[src/rtl/clk_div_multi.sv]
// Multi-channel programmable clock divider: per-channel counter, shadowed terminal count,
// registered square-wave and tick outputs, all from the single clk_in domain.
module clk_div_multi #(
  parameter int unsigned NUM_CH      = 4,
  parameter int unsigned CNT_W       = 17,
  parameter int unsigned DEFAULT_DIV = 49999,
  parameter int unsigned CH_W        = (NUM_CH > 1) ? $clog2(NUM_CH) : 1
) (
  input  logic              clk_in,
  input  logic              rst_n,
  input  logic [NUM_CH-1:0] en,
  input  logic [NUM_CH-1:0] sync_clr,
  input  logic              div_load,
  input  logic [CH_W-1:0]   div_ch,
  input  logic [CNT_W-1:0]  div_val,
  output logic [NUM_CH-1:0] clk_out,
  output logic [NUM_CH-1:0] tick,
  output logic [NUM_CH-1:0] pend
);

  localparam logic [CNT_W-1:0] DefDiv = CNT_W'(DEFAULT_DIV);

  for (genvar gi = 0; gi < NUM_CH; gi++) begin : g_ch
    logic [CNT_W-1:0] cnt_q, cnt_d;
    logic [CNT_W-1:0] act_q, act_d;
    logic [CNT_W-1:0] shd_q, shd_d;
    logic [CNT_W-1:0] apply_val;
    logic             clk_q, clk_d;
    logic             tick_q, tick_d;
    logic             pend_q, pend_d;
    logic             load_hit;
    logic             at_term;

    // Out-of-range div_ch never matches any channel index, so it is silently dropped.
    assign load_hit = div_load && (div_ch == CH_W'(gi));
    assign at_term  = (cnt_q == act_q);

    // A load landing on the same edge as a wrap/clear takes effect immediately.
    assign apply_val = load_hit ? div_val : (pend_q ? shd_q : act_q);

    always_comb begin
      cnt_d  = cnt_q;
      act_d  = act_q;
      shd_d  = load_hit ? div_val : shd_q;
      clk_d  = clk_q;
      tick_d = 1'b0;
      pend_d = pend_q | load_hit;
      if (sync_clr[gi]) begin
        cnt_d  = '0;
        clk_d  = 1'b0;
        act_d  = apply_val;
        pend_d = 1'b0;
      end else if (en[gi]) begin
        if (at_term) begin
          cnt_d  = '0;
          clk_d  = ~clk_q;
          tick_d = 1'b1;
          act_d  = apply_val;
          pend_d = 1'b0;
        end else begin
          cnt_d = cnt_q + CNT_W'(1);
        end
      end
    end

    always_ff @(posedge clk_in or negedge rst_n) begin
      if (!rst_n) begin
        cnt_q  <= '0;
        act_q  <= DefDiv;
        shd_q  <= DefDiv;
        clk_q  <= 1'b0;
        tick_q <= 1'b0;
        pend_q <= 1'b0;
      end else begin
        cnt_q  <= cnt_d;
        act_q  <= act_d;
        shd_q  <= shd_d;
        clk_q  <= clk_d;
        tick_q <= tick_d;
        pend_q <= pend_d;
      end
    end

    assign clk_out[gi] = clk_q;
    assign tick[gi]    = tick_q;
    assign pend[gi]    = pend_q;
  end

endmodule

[config.mk]
export PLATFORM = sky130hd
export DESIGN_NAME = clk_div_multi
export DESIGN_NICKNAME = d
export VERILOG_FILES = /design/src/rtl/clk_div_multi.sv
export SDC_FILE = /design/constraint.sdc
export NUM_CORES = 1
export LEC_CHECK = 0
export CAP_MARGIN = 20
export CORE_MARGIN = 3
export CORE_UTILIZATION = 40
export DETAILED_ROUTE_END_ITERATION = 6
export PLACE_DENSITY_LB_ADDON = 0.2
export SKIP_LAST_GASP = 1
export SYNTH_ARGS = -nofsm -noshare
export SYNTH_HDL_FRONTEND = slang
export SYNTH_SLANG_ARGS = --single-unit
[constraint.sdc]
create_clock -name clk_in -period 1.97 [get_ports clk_in]
set_clock_uncertainty 0.05 [all_clocks]
set_input_delay 0.394 -clock clk_in [delete_from_list [all_inputs] [get_ports clk_in]]
set_output_delay 0.394 -clock clk_in [all_outputs]
set_load 0.005 [all_outputs]
# --- Word level (Yosys, flattened, before mapping) ---
# Index checks and enable logic that the tools add are counted.
# W data, S select, Z words.
op_classes:
  n_reduce_logical: 17
  bitwise_logic: 8
  eq_ne: 7
  n_addsub: 4
  muxes: 68
ops:
  columns: ["cell", "n"]
  rows:
  - ["$mux W17", 32]
  - ["$add A17 B1 Y17 const B", 4]
  - ["$eq A17 B17 Y1", 4]
  - ["$mux W1", 36]
  - ["$reduce_bool A2 Y1", 8]
  - ["$reduce_and A2 Y1", 4]
  - ["$eq A2 B2 Y1 const B", 2]
  - ["$logic_and A1 B1 Y1", 4]
  - ["$not A1 Y1", 4]
  - ["$or A1 B1 Y1", 4]
  - ["$eq A2 B1 Y1 const B", 1]
  - ["$logic_not A2 Y1", 1]
totals:
  inputBits: 30
  word_cells: 128
  reg_bits: 216
  output_inout_bits: 12

# --- Depth between registers and ports, before layout ---
# Gate-level depths: netlist of run 1.
depth:
  ltp_word: 6
  ltp_mapped: 9
  ltp_nobuf: 7

# --- Worst setup path before layout of run 1 ---
# No wires, ideal clock.
synth_timing:
  path_type: "register to register"
  start: "register g_ch[3].act_q[14]"
  end: "register g_ch[3].act_q[10]"
  path_buffers: 2
  arrival_time_ps: 1976
  t_required_ps: 1795
  setup_time_ps: 125
  stages_incl_launch_ff: 9
  period_less_slack_ps: 2151
  slack_ps: -181
  cell_sequence: "dfstp_2 xnor2_1 nand3_1 nor3_2 nand4_1 o31a_1 buf_6 buf_6 mux2_4"
synth_via:
  elab_chain_cells: 3
synth_rtl:
  columns: ["item", "line", "source"]
  rows:
  - ["from (decl)", "25", "logic [CNT_W-1:0] act_q, act_d;"]
  - ["from (signal assigned)", "69", "act_q <= DefDiv;"]
  - ["from (signal assigned)", "76", "act_q <= act_d;"]
  - ["$eq A17 B17 Y1", "36", "assign at_term = (cnt_q == act_q);"]
  - ["$reduce_bool A2 Y1 (no line)", null, null]
  - ["$reduce_and A2 Y1 (no line)", null, null]
# No other way between the ends.
# A chain may end at the register's enable or synchronous reset.

# --- Final worst setup path of run 1 ---
layout_timing:
  start: "register g_ch[3].act_q[2]"
  end: "register g_ch[3].act_q[10]"
# Same word-level chain as after synthesis.

==> flow_metrics.env, run 1 <==
export IMPL_status="finished with violations"
export IMPL_violations="setup timing"
export IMPL_layout_commonest_cell="dfrtp_1"
export IMPL_syn_nets=884
export IMPL_cts_tree="done"
export IMPL_synth_seq_cells=216
export IMPL_drv_slew=0
export IMPL_min_path_type="primary input to asynchronous set/reset pin"
export IMPL_vias=6535
export IMPL_synth_top_cell_by_area="dfrtp_1"
export IMPL_setup_ws_ns=-0.176
export IMPL_syn_inst=850
export IMPL_ys_seq_area_share_pct=54.8
export IMPL_wl_per_cell_microns=16.1
export IMPL_routabilityCongestion=0.786
export IMPL_grt_max_degree=57
export IMPL_numPortBuffers=41
export IMPL_synth_async_reset_ratio_pct=100
export IMPL_final_hold_viol_count=0
export IMPL_synth_edf_count=0
export IMPL_drt_total_wl_mm=21.6
export IMPL_drtAntennaViolNets=0
export IMPL_finalCritPeriodShare_pct=109
export IMPL_overflow=0
export IMPL_place_area_sq_um=11600
export IMPL_initial_core_util_pct=41.0
export IMPL_path_class="flip-flop to flip-flop"
export IMPL_area_growth_pct=25.4
export IMPL_drive_above_1_share_pct=38.0
export IMPL_avgViaCountPerCell=4.87
export IMPL_start_kind="flip-flop"
export IMPL_dp_hpwl_mm=15.1
export IMPL_cts_sinks=216
export IMPL_p_leak_nw=5.47
export IMPL_finalCriticalPeriod_ns=2.15
export IMPL_netlist_area_sq_um=10000
export IMPL_grt_pass1_vias=6823
export IMPL_rows=57
export IMPL_ir_drop_mv=0.474
export IMPL_max_freq_mhz=466
export IMPL_synth_top_area_share_pct=36.0
export IMPL_syn_avg_cell_area_sq_um=11.8
export IMPL_final_core_util_pct=51.4
export IMPL_ctsRootBufferMaster="clkbuf_16"
export IMPL_cp_max_fo=17
export IMPL_antenna_found_initial=0
export IMPL_synthFlopType="dfrtp_1"
export IMPL_cp_required_ns=2.32
export IMPL_die_area_sq_um=27000
export IMPL_die_w_microns=164
export IMPL_rsz0062_at_grt="true"
export IMPL_slew_headroom_pct=69.3
export IMPL_grt_pass1_wl_mm=35.9
export IMPL_endpoint_kind="flip-flop"
export IMPL_yosysUniqueCellTypes=52
export IMPL_fillers=2183
export IMPL_critPathArrivalTime_ns=2.49
export IMPL_pin_count=42
export IMPL_cts_buffer_depth=3
export IMPL_gr_usage_all_layers_pct=16.6
export IMPL_first_pass_iters=5
export IMPL_drt_iter0_drc=303
export IMPL_synthTopCellsByArea="dfrtp_1, dfstp_2, mux2_2"
export IMPL_die_y_microns=164
export IMPL_clk_pin_slew_ns=0.06
export IMPL_nets=1035
export IMPL_power_density_nw_per_um2=1010
export IMPL_clk_latency_ns=0.51
export IMPL_cts_buffers=23
export IMPL_cts_max_level=1
export IMPL_core_sq_um=24500
export IMPL_drc=0
export IMPL_maxCapViolations=0
export IMPL_yosys_warnings=0
export IMPL_diodes=0
export IMPL_final_cell_mix="dfrtp_1, buf_4, mux2_2"
export IMPL_tightest_slew_ns=0.461
export IMPL_setup_violations_final=34
export IMPL_stdcell_area_sq_um=12600
-- registers in the layout, indices dropped and copies added, names as in the netlist --
signal / cells
g_ch.clk_q: 4
g_ch.tick_q: 4
g_ch.shd_q: 68
g_ch.cnt_q: 68
g_ch.act_q: 68
g_ch.pend_q: 4
-- worst max-delay path, cell delays in order (launching register included) --
cell and delay [ns]:
dfstp_2 0.54, xnor2_1 0.13, nand3_1 0.12, nor3_2 0.21, nand4_1 0.19, o31a_1 0.32
buf_12 0.17, mux2_4 0.30
-- cells in the mapped netlist, drive strengths merged, types with 4 or more instances --
cell type,count
xor2,47
a31oi,6
dfrtp,144
nand2,89
ha,4
nand3b,4
or3,4
xnor2,71
mux2,119
dfstp,72
nand4,23
buf,27
o21ai,10
inv,9
clkbuf,17
nor2,84
a21oi,19
nor3,18
nand2b,6
nand3,33
and3,9
nor4,4
-- cell families after synthesis --
logic type      synth area share (%)
mux                             14.3
flops                           54.8
buf+inv                         3.10
fa+ha+maj                      0.499
compound gates                  3.15
simple gates                    13.7
xor+xnor                        10.4
-- report_power, final --
| part | switching [W] | total, W | internal (W) |
|---|---|---|---|
| Combinational | 0.000902 | 0.00228 | 0.00138 |
| Clock | 0.00173 | 0.00429 | 0.00256 |
| Sequential | 0.000536 | 0.00610 | 0.00556 |
-- worst paths after layout --
path,startpoint,end,slack (ns),depth (start not counted)
worst min-delay path,rst_n,g_ch[3].tick_q$_DFF_PN0_,0.34,2
worst max register to register,g_ch[3].act_q[2]$_DFFE_PN1P_,g_ch[3].act_q[10]$_DFFE_PN0P_,-0.18,7
worst max-delay path,g_ch[3].act_q[2]$_DFFE_PN1P_,g_ch[3].act_q[10]$_DFFE_PN0P_,-0.18,7
worst min register to register,g_ch[1].shd_q[6]$_DFFE_PN1P_,g_ch[1].shd_q[6]$_DFFE_PN1P_,0.41,2
max in group asynchronous,rst_n,g_ch[1].act_q[15]$_DFFE_PN1P_,0.82,3
min in group clk_in,g_ch[1].shd_q[6]$_DFFE_PN1P_,g_ch[1].shd_q[6]$_DFFE_PN1P_,0.41,2
-- through the flow --
step | TNS, ns | total power (W) | hold slack, ns | instances | setup slack (ns)
finish | -3.64 | 0.0127 | 0.343 | 1342 | -0.176
global route | -6.80 | 0.0133 | 0.363 | 1342 | -0.225
CTS | -3.12 | 0.0128 | 0.345 | 1340 | -0.152
detailed placement | -18.80 | 0.00840 | 0.304 | 1293 | -0.375
global placement | -19.07 | 0.00834 | 0.306 | 1293 | -0.371
floorplan | -1.92 | 0.00759 | 0.0484 | 850 | -0.133
-- what timing repair did --
action,CTS,global route
buffers inserted,4,2
pin swaps,4,7
setup endpoints to repair,67,89
hold buffers,1,0
cloned,0,1
resized for setup,4,17
endpoints found under the hold margin,31,0
-- layer usage --
layer | share of wire [%] | global-route usage (%)
met5 | 0 | 0
met4 | 1.3 | 3.31
met3 | 4.3 | 2.70
met2 | 47 | 27.0
met1 | 48 | 23.6
-- area by class of cell --
cell class | count | area [sq um] | share of cell area [%]
clock buffer | 38 | 742 | 5.90
tap | 324 | 405 | 3.22
sequential | 216 | 5500 | 43.7
multi-input combinational | 581 | 4320 | 34.4
inverter | 9 | 33.8 | 0.269
clock inverter | 4 | 26.3 | 0.209
timing repair buffer | 170 | 1540 | 12.3
Power figures use the tool's default switching activity.
==> run 2: changes to the inputs <==
--- a/config.mk
+++ b/config.mk
@@ -5,11 +5,13 @@
 export SDC_FILE = /design/constraint.sdc
 export NUM_CORES = 1
 export LEC_CHECK = 0
+export ABC_CLOCK_PERIOD_IN_PS = 1970
 export CAP_MARGIN = 20
 export CORE_MARGIN = 3
 export CORE_UTILIZATION = 40
 export DETAILED_ROUTE_END_ITERATION = 6
 export PLACE_DENSITY_LB_ADDON = 0.2
+export RECOVER_POWER = 50
 export SKIP_LAST_GASP = 1
 export SYNTH_ARGS = -nofsm -noshare
 export SYNTH_HDL_FRONTEND = slang
==> flow_metrics.env, run 2 (synthesis results as in run 1) <==
export IMPL_wl_per_cell_microns=16.1
export IMPL_power_density_nw_per_um2=1010
export IMPL_critPathSlowestCell="dfstp_2"
export IMPL_p_seq_share_pct=48.2
export IMPL_min_path_type="flip-flop to flip-flop"
export IMPL_startpoint="g_ch[3].act_q[2]$_DFFE_PN1P_"
export IMPL_status="finished with violations"
export IMPL_drv_slew=0
export IMPL_finalCritPeriodShare_pct=109
export IMPL_setup_violations_final=34
export IMPL_layout_commonest_cell="dfrtp_1"
export IMPL_p_comb_share_pct=17.9
export IMPL_antenna_found_initial=0
export IMPL_min_from="g_ch[1].shd_q[6]$_DFFE_PN1P_"
export IMPL_clk_latency_ns=0.51
export IMPL_rows=57
export IMPL_path_class="flip-flop to flip-flop"
export IMPL_drtAntennaViolNets=0
export IMPL_r2r_start="g_ch[3].act_q[2]$_DFFE_PN1P_"
export IMPL_area_growth_pct=25.1
export IMPL_diodes=0
export IMPL_finalCriticalPeriod_ns=2.15
export IMPL_rsz0062_at_grt="true"
export IMPL_final_core_util_pct=51.3
export IMPL_cp_max_fo=17
export IMPL_cts_buffer_depth=3
export IMPL_maxCapViolations=0
export IMPL_slew_headroom_pct=2.96
export IMPL_die_area_sq_um=27000
export IMPL_vias=6533
export IMPL_ctsRootBufferMaster="clkbuf_16"
export IMPL_grt_pass1_wl_mm=35.9
export IMPL_crit_chain="xnor2_1, nand3_1, nor3_2, nand4_1, o31a_1, buf_12, mux2_4"
export IMPL_numPortBuffers=41
export IMPL_crit_path_max_incr_delay_ns=0.54
export IMPL_top_regs="g_ch.act_q (68), g_ch.cnt_q (68), g_ch.shd_q (68)"
export IMPL_die_w_microns=164
export IMPL_drc=0
export IMPL_gr_usage_all_layers_pct=16.6
export IMPL_switching_share_pct=25.0
export IMPL_place_area_sq_um=11600
export IMPL_cts_tree="done"
export IMPL_dp_hpwl_mm=15.1
export IMPL_internal_power_w=0.00949
export IMPL_max_freq_mhz=466
export IMPL_switchingPower_w=0.00317
export IMPL_setup_ws_ns=-0.176
export IMPL_critPathArrivalTime_ns=2.49
export IMPL_cts_buffers=23
export IMPL_final_hold_viol_count=0
export IMPL_final_cell_mix="dfrtp_1, buf_4, mux2_2"
export IMPL_nets=1035
export IMPL_tightest_slew_ns=1.46
export IMPL_instances_no_fill=1342
export IMPL_core_sq_um=24500
export IMPL_grt_pass1_vias=6823
export IMPL_initial_core_util_pct=41.0
export IMPL_drt_iter0_drc=307
export IMPL_die_y_microns=164
export IMPL_ir_drop_mv=0.474
export IMPL_p_leak_nw=5.46
export IMPL_routabilityCongestion=0.786
export IMPL_drt_total_wl_mm=21.6
export IMPL_cts_max_level=1
export IMPL_pin_count=42
export IMPL_dp_cells=1293
export IMPL_grt_max_degree=57
export IMPL_cts_sinks=216
export IMPL_overflow=0
export IMPL_start_kind="flip-flop"
export IMPL_pwr_share_clk_pct=33.9
export IMPL_violations="setup timing"
export IMPL_stdcell_area_sq_um=12500
export IMPL_clk_pin_slew_ns=0.06
export IMPL_cp_required_ns=2.32
export IMPL_fin_total_pwr_w=0.0127
export IMPL_avgViaCountPerCell=4.87
export IMPL_drive_above_1_share_pct=38.0
export IMPL_first_pass_iters=5
export IMPL_endpoint_kind="flip-flop"
## run 2: cell count changes in the layout (fill, tap and decap cells not counted)
cell | before | now
clkbuf_4 | 0 | 1
buf_8 | 1 | 4
clkbuf_2 | 0 | 1
buf_4 | 114 | 113
buf_12 | 12 | 8
## run 2: worst paths after layout
kind,endpoint,cells after the start,slack (ns)
max,g_ch[3].act_q[10]$_DFFE_PN0P_,7,-0.18
min,g_ch[1].shd_q[6]$_DFFE_PN1P_,2,0.41
max reg2reg,g_ch[3].act_q[10]$_DFFE_PN0P_,7,-0.18
min reg2reg,g_ch[1].shd_q[6]$_DFFE_PN1P_,2,0.41
max in group asynchronous,g_ch[1].act_q[15]$_DFFE_PN1P_,3,0.09
min in group asynchronous,g_ch[3].tick_q$_DFF_PN0_,2,0.71
## run 2: power by group through the flow
stage	Clock (W)	Sequential [W]	Combinational [W]
floorplan	0	0.00597	0.00162
global placement	0	0.00616	0.00218
detailed placement	0	0.00618	0.00223
CTS	0.00444	0.00611	0.00226
global route	0.00464	0.00619	0.00251
finish	0.00429	0.00610	0.00227
## run 2: critical path, delay by kind of cell, from the launching register on
family / cells / cell delay (ns)
xor gates and xnor gates: 1 / 0.13
muxes: 1 / 0.30
DFF: 1 / 0.54
and+or+nand+nor: 3 / 0.52
AOI/OAI and AO/OA: 1 / 0.32
buffers and inverters: 1 / 0.17
## run 2: stage by stage
step	setup slack (ns)	hold WS (ns)	setup TNS (ns)
global placement	-0.371	0.306	-19.07
finish	-0.176	0.415	-3.64
detailed placement	-0.375	0.304	-18.80
global route	-0.225	0.431	-10.88
CTS	-0.152	0.345	-3.12
floorplan	-0.133	0.0484	-1.92
## run 2: timing repair
action | CTS | global route
endpoints found under the setup margin | 67 | 89
setup buffers | 4 | 2
gates resized for setup | 4 | 17
hold buffers | 1 | 0
pin swaps | 4 | 7
endpoints found under the hold margin | 31 | 0
gates cloned | 0 | 1
## run 2: cell type report
type                    count  area, sq um
clock buffers              38          742
clock inverters             4         26.3
fillers                  2188        11900
inverters                   9         33.8
multi-input cells         581         4320
flip-flops and latches    216         5500
well taps                 324          405
repair buffers            170         1510
## run 2: routing by layer
metal / vias up / track usage [%] / routed length, microns
met4: 0 / 3.31 / 284
li1: 3184 / - / -
met1: 3227 / 23.6 / 10300
met2: 96 / 27.0 / 10100
met3: 26 / 2.70 / 936
met5: - / 0 / 0
